## src/rtl/clk_div_pkg.sv

```systemverilog
// Shared constants and types for the programmable clock divider.
// The optional tick output is enabled with CLK_DIV_TICK_EN.
package clk_div_pkg;

    localparam int unsigned CLK_DIV_MIN     = 2;
    localparam int unsigned CLK_DIV_WIDTH   = 16;
    localparam int unsigned CLK_DIV_DEFAULT = 10;

    typedef logic [CLK_DIV_WIDTH-1:0] div_t;

endpackage

```

## src/rtl/clk_div_core.sv

```systemverilog
// Counter, wrap detect and registered divided clock for clk_divider_prog.
// The tick flop exists only when CLK_DIV_TICK_EN is defined.
module clk_div_core
    import clk_div_pkg::*;
#(
    parameter int unsigned WIDTH = CLK_DIV_WIDTH
)
(
    input  logic             i_clk,
    input  logic             i_rst,
    input  logic             i_en,
    input  logic [WIDTH-1:0] i_div,
    output logic             o_clk,
    output logic             o_wrap
`ifdef CLK_DIV_TICK_EN
    ,
    output logic             o_tick
`endif
);

    logic [WIDTH-1:0] r_cnt;
    logic             r_clk;
    logic [WIDTH-1:0] w_last;
    logic [WIDTH-1:0] w_high;

    assign w_last = i_div - WIDTH'(1);
    assign w_high = i_div >> 1;
    assign o_wrap = i_en && (r_cnt == w_last);
    assign o_clk  = r_clk;

    // High while the count is still below half the divisor; odd ratios get the short half high.
    always_ff @(posedge i_clk) begin
        if (i_rst) begin
            r_cnt <= '0;
            r_clk <= 1'b0;
        end else if (i_en) begin
            r_clk <= (r_cnt < w_high);
            r_cnt <= o_wrap ? '0 : r_cnt + WIDTH'(1);
        end
    end

`ifdef CLK_DIV_TICK_EN
    logic r_tick;

    always_ff @(posedge i_clk) begin
        if (i_rst) begin
            r_tick <= 1'b0;
        end else begin
            r_tick <= i_en && (r_cnt == '0);
        end
    end

    assign o_tick = r_tick;
`endif

endmodule

```

## src/rtl/clk_divider_prog.sv

```systemverilog
// Runtime-programmable clock divider: divisor load handshake, pending/ack and sticky error.
// Define CLK_DIV_TICK_EN to add the tick output pulsing on each clk_out rise.
module clk_divider_prog
    import clk_div_pkg::*;
#(
    parameter int unsigned WIDTH       = CLK_DIV_WIDTH,
    parameter int unsigned DEFAULT_DIV = CLK_DIV_DEFAULT
)
(
    input  logic             clk_in,
    input  logic             rst,
    input  logic             en,
    input  logic [WIDTH-1:0] div_in,
    input  logic             div_load,
    output logic             div_ack,
    output logic [WIDTH-1:0] div_cur,
    output logic             div_err,
    output logic             clk_out
`ifdef CLK_DIV_TICK_EN
    ,
    output logic             tick
`endif
);

    logic [WIDTH-1:0] r_cur;
    logic [WIDTH-1:0] r_pend;
    logic             r_pvld;
    logic             r_ack;
    logic             r_err;
    logic             w_wrap;
    logic             w_load_ok;
    logic             w_load_bad;

    assign w_load_ok  = div_load && (div_in >= WIDTH'(CLK_DIV_MIN));
    assign w_load_bad = div_load && (div_in <  WIDTH'(CLK_DIV_MIN));

    // A load coinciding with a boundary applies the older pending value and queues the new one.
    always_ff @(posedge clk_in) begin
        if (rst) begin
            r_cur  <= WIDTH'(DEFAULT_DIV);
            r_pend <= WIDTH'(DEFAULT_DIV);
            r_pvld <= 1'b0;
            r_ack  <= 1'b0;
            r_err  <= 1'b0;
        end else begin
            r_ack <= 1'b0;
            if (w_wrap && r_pvld) begin
                r_cur  <= r_pend;
                r_pvld <= 1'b0;
                r_ack  <= 1'b1;
            end
            if (w_load_ok) begin
                r_pend <= div_in;
                r_pvld <= 1'b1;
            end
            if (w_load_bad) begin
                r_err <= 1'b1;
            end
        end
    end

    assign div_ack = r_ack;
    assign div_cur = r_cur;
    assign div_err = r_err;

    clk_div_core #(
        .WIDTH (WIDTH)
    ) u_core (
        .i_clk  (clk_in),
        .i_rst  (rst),
        .i_en   (en),
        .i_div  (r_cur),
        .o_clk  (clk_out),
        .o_wrap (w_wrap)
`ifdef CLK_DIV_TICK_EN
        ,
        .o_tick (tick)
`endif
    );

endmodule

```

## config.mk

```make
export PLATFORM = sky130hd
export DESIGN_NAME = clk_divider_prog
export DESIGN_NICKNAME = d
export VERILOG_FILES = /design/src/rtl/clk_div_pkg.sv /design/src/rtl/clk_div_core.sv /design/src/rtl/clk_divider_prog.sv
export SDC_FILE = /design/constraint.sdc
export NUM_CORES = 1
export LEC_CHECK = 0
export ABC_CLOCK_PERIOD_IN_PS = 3300
export CAP_MARGIN = 20
export CORE_UTILIZATION = 56
export CTS_BUF_LIST = sky130_fd_sc_hd__clkbuf_16
export DETAILED_ROUTE_END_ITERATION = 8
export GPL_TIMING_DRIVEN = 0
export PLACE_DENSITY_LB_ADDON = 0.25
export SLEW_MARGIN = 20
export SYNTH_ARGS = -nofsm -noshare
export SYNTH_HDL_FRONTEND = slang
export SYNTH_SLANG_ARGS = --single-unit
export TNS_END_PERCENT = 50
```

## constraint.sdc

```tcl
create_clock -name clk_in -period 3.3 [get_ports clk_in]
set_clock_uncertainty 0.05 [all_clocks]
set_input_delay 0.495 -clock clk_in [delete_from_list [all_inputs] [get_ports clk_in]]
set_output_delay 0.495 -clock clk_in [all_outputs]
set_load 0.1 [all_outputs]
```

# Yosys cells after proc, flatten, opt, wreduce, memory -nomap -nowiden
# Index checks and enable logic that the tools add are counted.
[classes]
addsub = 2
n_lt_le_gt_ge = 3
n_eq_ne = 1
muxes = 4
n_reduce_logical = 5
[op_table]
columns = ["cell", "count"]
rows = [
  ["$add 16x1->16 const B", 1],
  ["$eq 16x16->1", 1],
  ["$ge 16x2->1 const B", 1],
  ["$lt 16x15->1", 1],
  ["$lt 16x2->1 const B", 1],
  ["$mux 16", 1],
  ["$sub 16x1->16 const B", 1],
  ["$logic_and 1x1->1", 4],
  ["$mux 1", 3],
  ["$reduce_bool 2->1", 1],
]
[word_totals]
register_bits = 52
input_bits = 20
out_inout_bits = 19
word_cells = 22

# Depth between registers and ports, before layout
[logic_depth]
depth_word = 6
depth_mapped = 10
ltp_nobuf = 9

# Hierarchy
# Synthesis repeated with hierarchy kept, for this count alone.
[hier_totals]
hier_cells = 368
hier_area_um2 = 2994.1
[by_module_without_submodules]
columns = ["module", "n_inst", "cells_each", "area_per_inst_um2", "seq_area_each_um2"]
rows = [
  ["clk_div_core", 1, 219, 1730.4, 340.3],
  ["clk_divider_prog", 1, 149, 1263.7, 700.7],
]

# Worst setup path after synthesis
# No wires, ideal clock.
[synth_path]
path_type = "register to register"
from = "register r_cur[0], in the netlist div_cur[0]"
to = "register u_core.r_cnt[12]"
setup_time_ps = 115
t_arrival_ps = 3075
required_time_ps = 3135
setup_slack_ps = 61
stages_incl_launch_ff = 11
n_path_buf = 1
period_less_slack_ps = 3239
cell_sequence = "dfxtp_1 > inv_1 > ha_1 > xor2_1 > nand3_1 > a2111oi_4 > nand4_2 > nor4b_4 > a21o_1 > buf_4 > nor2_1"
[synth_between]
elab_chain_len = 4
[synth_rtl]
columns = ["element", "line", "rtl"]
rows = [
  ["from (decl)", "clk_divider_prog.sv:25", "logic [WIDTH-1:0] r_cur;"],
  ["from (signal assigned)", "clk_divider_prog.sv:40", "r_cur <= WIDTH'(DEFAULT_DIV);"],
  ["from (signal assigned)", "clk_divider_prog.sv:48", "r_cur <= r_pend;"],
  ["$sub 16x1->16", "clk_div_core.sv:26", "assign w_last = i_div - WIDTH'(1);"],
  ["$eq 16x16->1", "clk_div_core.sv:28", "assign o_wrap = i_en && (r_cnt == w_last);"],
  ["$logic_and 1x1->1", "clk_div_core.sv:28", ""],
  ["$mux 16", "clk_div_core.sv:38", "r_cnt <= o_wrap ? '0 : r_cnt + WIDTH'(1);"],
  ["to (signal assigned)", "clk_div_core.sv:38", ""],
  ["to (decl)", "clk_div_core.sv:21", "logic [WIDTH-1:0] r_cnt;"],
]
# No other way between the ends.
# A chain may end at the register's enable or synchronous reset.

# Worst setup path after layout
# Same ends and word-level chain as after synthesis.

==> results.md <==
* Status: finished, final reports clean
* Clk pin slew, worst setup/hold paths at approximately 0.070 ns
* P_leak at roughly 0.0015 uW
* Final total power at 1270 uW
* Residual DRC count at 0
* Hold WS at 0.4073 ns
* Post-synth EDFFs at 0
* Setup ws final at between 0.2 and 0.3 ns
* Initial Util at between 50% and 60%
* Final hold viol count at 0
* Largest net degree at the start of global routing at 17
* Final setup violating endpoints at 0
* Gate power share at between 7 and 8%
* Post-synth top area share at between 30 and 40%
* Min-delay src: r_pend[8]
* Buffers added on ports at 36
* Worst EP arrival at about 3.2 ns
* Mapped cell area at between 0.003 and 0.004 mm^2
* Endpoint class of the critical path: flip-flop
* Commonest register cell after synthesis: dfxtp_1
* Syn Area/Cell at roughly 8.6 um^2
* CP max-delay cell: dfxtp_1
* Initial DRC Count at 157
* Fin crit period at between 3 and 4 ns
* Worst-margin pin slew at approximately 1 ns
* Final WL at approximately 7.5 mm
* Final ANT Viol Nets at 0
* Number of CTS-inserted buffers at 5
* Gr usage total at between 20% and 30%
* Core Box Area at 0.005270 mm^2
* Internal power at just under 1000 uW
* Slew margin rel. at about a third
* Seq cells post-synth at 52
* Part of the power in the clock network at between 40 and 50%
* Initial antenna violation count at 0
* Synthesized Nets at around 410
* Fin Setup TNS at 0 ns
* Gpl congestion at just over 0.9
* Critical path type: reg2reg
* Resized cells post-CTS at 0
* Fraction of registers with async set/reset at 0%
* Chip width at about 77 um
* H-tree Lvls at 2
* Crit-path max cell delay at 0.47 ns
* Vias at between 2000 and 3000
* Sequential area share after synthesis at 32.96%
* Worst-Skew Late Latency at between 0.2 and 0.3 ns
* Total Nets Final at around 450
* Net Sw Power at roughly 300 uW
* Layout cell share with drive strength beyond 1 at under 10%
* CP required at around 3.4 ns
* Worst reg2reg setup slack at 0.27 ns
* Maximum buffer depth of the clock tree at 2
* First-pass GRT wire length at between 10 and 15 mm
* Max Freq at ~0.33 GHz
* Synth Instances at 369
* FILL cells at ~450
* Top Ports at 39
* Antenna diode instance count at 0
* Switching Fraction at between 20% and 30%
* Post-synth top area cell: dfxtp_1
* Peak supply drop at about 0.00028 V
* Die H at around 77 um
* Number of global-route vias before repair at 2633
* Vias per cell at approximately 5.6
* CTS tree: done
* Die Area at 0.005944 mm^2
* Post-CTS setup repair buffer count at 0
* Sequential Power Share at roughly half
* Synth cell types at 52
* Area delta synth->final at 18.78%
* Yosys warning count at 0
* Hold buffers post-CTS at 0
* CTS Root Cell: clkbuf_16
* Sinks on Clock Net at 52
* Critical Path Source: div_cur[0]
* Pins Over Slew Limit at 0
* P per Cell Area at between 300 and 400 mW/mm^2
* Critical-path cell list: inv_1 -> ha_1 -> xor2_1 -> nand3_1 -> a2111oi_4 -> nand4_2 -> nor4b_4 -> a21o_1 -> buf_4 -> nor2_1
* DP Worst Slack at 0.3238 ns
* Final period utilization at 91.83%
* HPWL Detailed at 5.657 mm
* MaxCap Viol Count at 0
* Total gr overflow at 0
* First drt pass iteration count at 4
* RSZ-0062 raised after global routing: false
* Worst path bufs/invs at 2
* Worst Hold Class: reg2reg
* Fin util at between 70 and 80%
* Crit Path Max Fanout at 10
* Startpoint type of the worst setup path: flip-flop
* Wire per inst at 15.43 um
* Synth area leaders: dfxtp_1, ha_1, mux2i_1, xor2_1, nand2b_1
* Worst path top cell family by delay: simple AND/OR/NAND/NOR gates
* Critical R2R Launch: div_cur[0]
* Num rows at 26
==> power by group through the flow <==
| stage | clock (uW) | combinational (uW) | sequential (uW) |
|---|---|---|---|
| after floorplan | 0 | 52.4 | 673 |
| after global placement | 0 | 96.4 | 668 |
| after detailed placement | 0 | 98.1 | 669 |
| after CTS | 520 | 98.6 | 655 |
| after global routing | 551 | 109 | 657 |
| final | 517 | 98.3 | 655 |
==> tightest hold or removal path: cells and delay by family, from the launching register on <==
family | cells | cell delay (ns)
AO/OA/AOI/OAI | 1 | 0.05
flip-flops | 1 | 0.31
AND/OR/NAND/NOR | 1 | 0.05
==> per-layer routing <==
metal / up-vias / GRT usage [%] / share of wire (%)
met1: 1257 / 32.11 / 45
met3: 19 / 4.524 / 3.3
met5: - / 0 / 0
met2: 59 / 46.52 / 48
met4: 0 / 10.94 / 2.9
li1: 1376 / - / -
==> state kept, by name (all words and copies together), names as in the netlist <==
name,flops
div_cur,16
r_pvld,1
div_ack,1
u_core.o_clk,1
u_core.r_cnt,16
div_err,1
r_pend,16
==> cell type report <==
type	count	area [um^2]	share of cell area, %
inverters	20	75.07	2.001
well taps	70	87.58	2.335
clock buffers	5	125.1	3.336
multi-input cells	280	1957	52.17
flip-flops and latches	52	1041	27.75
clock inverters	3	20.02	0.5337
repair buffers	36	360.3	9.606
plain buffers	17	85.08	2.268
==> cell families (layout without fill, tap and decap cells) <==
logic type,count (synthesis),count (layout),synth area share [%]
AOI/OAI and AO/OA,56,56,12.20
and+or+nand+nor,155,155,27.97
buffers and inverters,37,81,5.071
adders and majority gates,16,16,6.339
muxes,19,19,6.022
DFF,52,52,32.96
xor gates and xnor gates,34,34,9.430
==> synthesized netlist by cell type (all sizes together) (4+ instances only) <==
cell     n
dfxtp   52
nor2    38
nand2   34
nand2b  24
a21oi   21
inv     20
mux2i   19
xor2    19
ha      16
nand4   15
xnor2   15
clkbuf   9
o21ai    9
buf      8
nand3    8
nor4     8
nor2b    6
a21o     5
nor3     5
nand3b   4
==> worst paths after layout <==
check / endpoint / cells past startpoint
setup / recovery: u_core.r_cnt[12] / 10
hold / removal: r_pend[8] / 2
setup reg to reg: u_core.r_cnt[12] / 10
hold reg to reg: r_pend[8] / 2
==> cell usage in the layout (no fill, tap or decap), types with 6 or more instances in the layout <==
cell / n
a21oi_1: 21
clkbuf_1: 9
clkdlybuf4s50_1: 36
dfxtp_1: 52
ha_1: 16
inv_1: 21
mux2i_1: 19
nand2_1: 34
nand2b_1: 24
nand3_1: 7
nand4_1: 14
nor2_1: 37
nor2b_1: 6
nor4_1: 7
o21ai_0: 9
xnor2_1: 15
xor2_1: 19
==> metrics by stage <==
step / cell area [um^2] / instances
after CTS: 3751 / 483
after floorplan: 3158 / 369
after detailed placement: 3606 / 475
final: 3751 / 483
after global routing: 3751 / 483
after global placement: 3606 / 475
No activity file was read; power rests on OpenSTA's default activity.
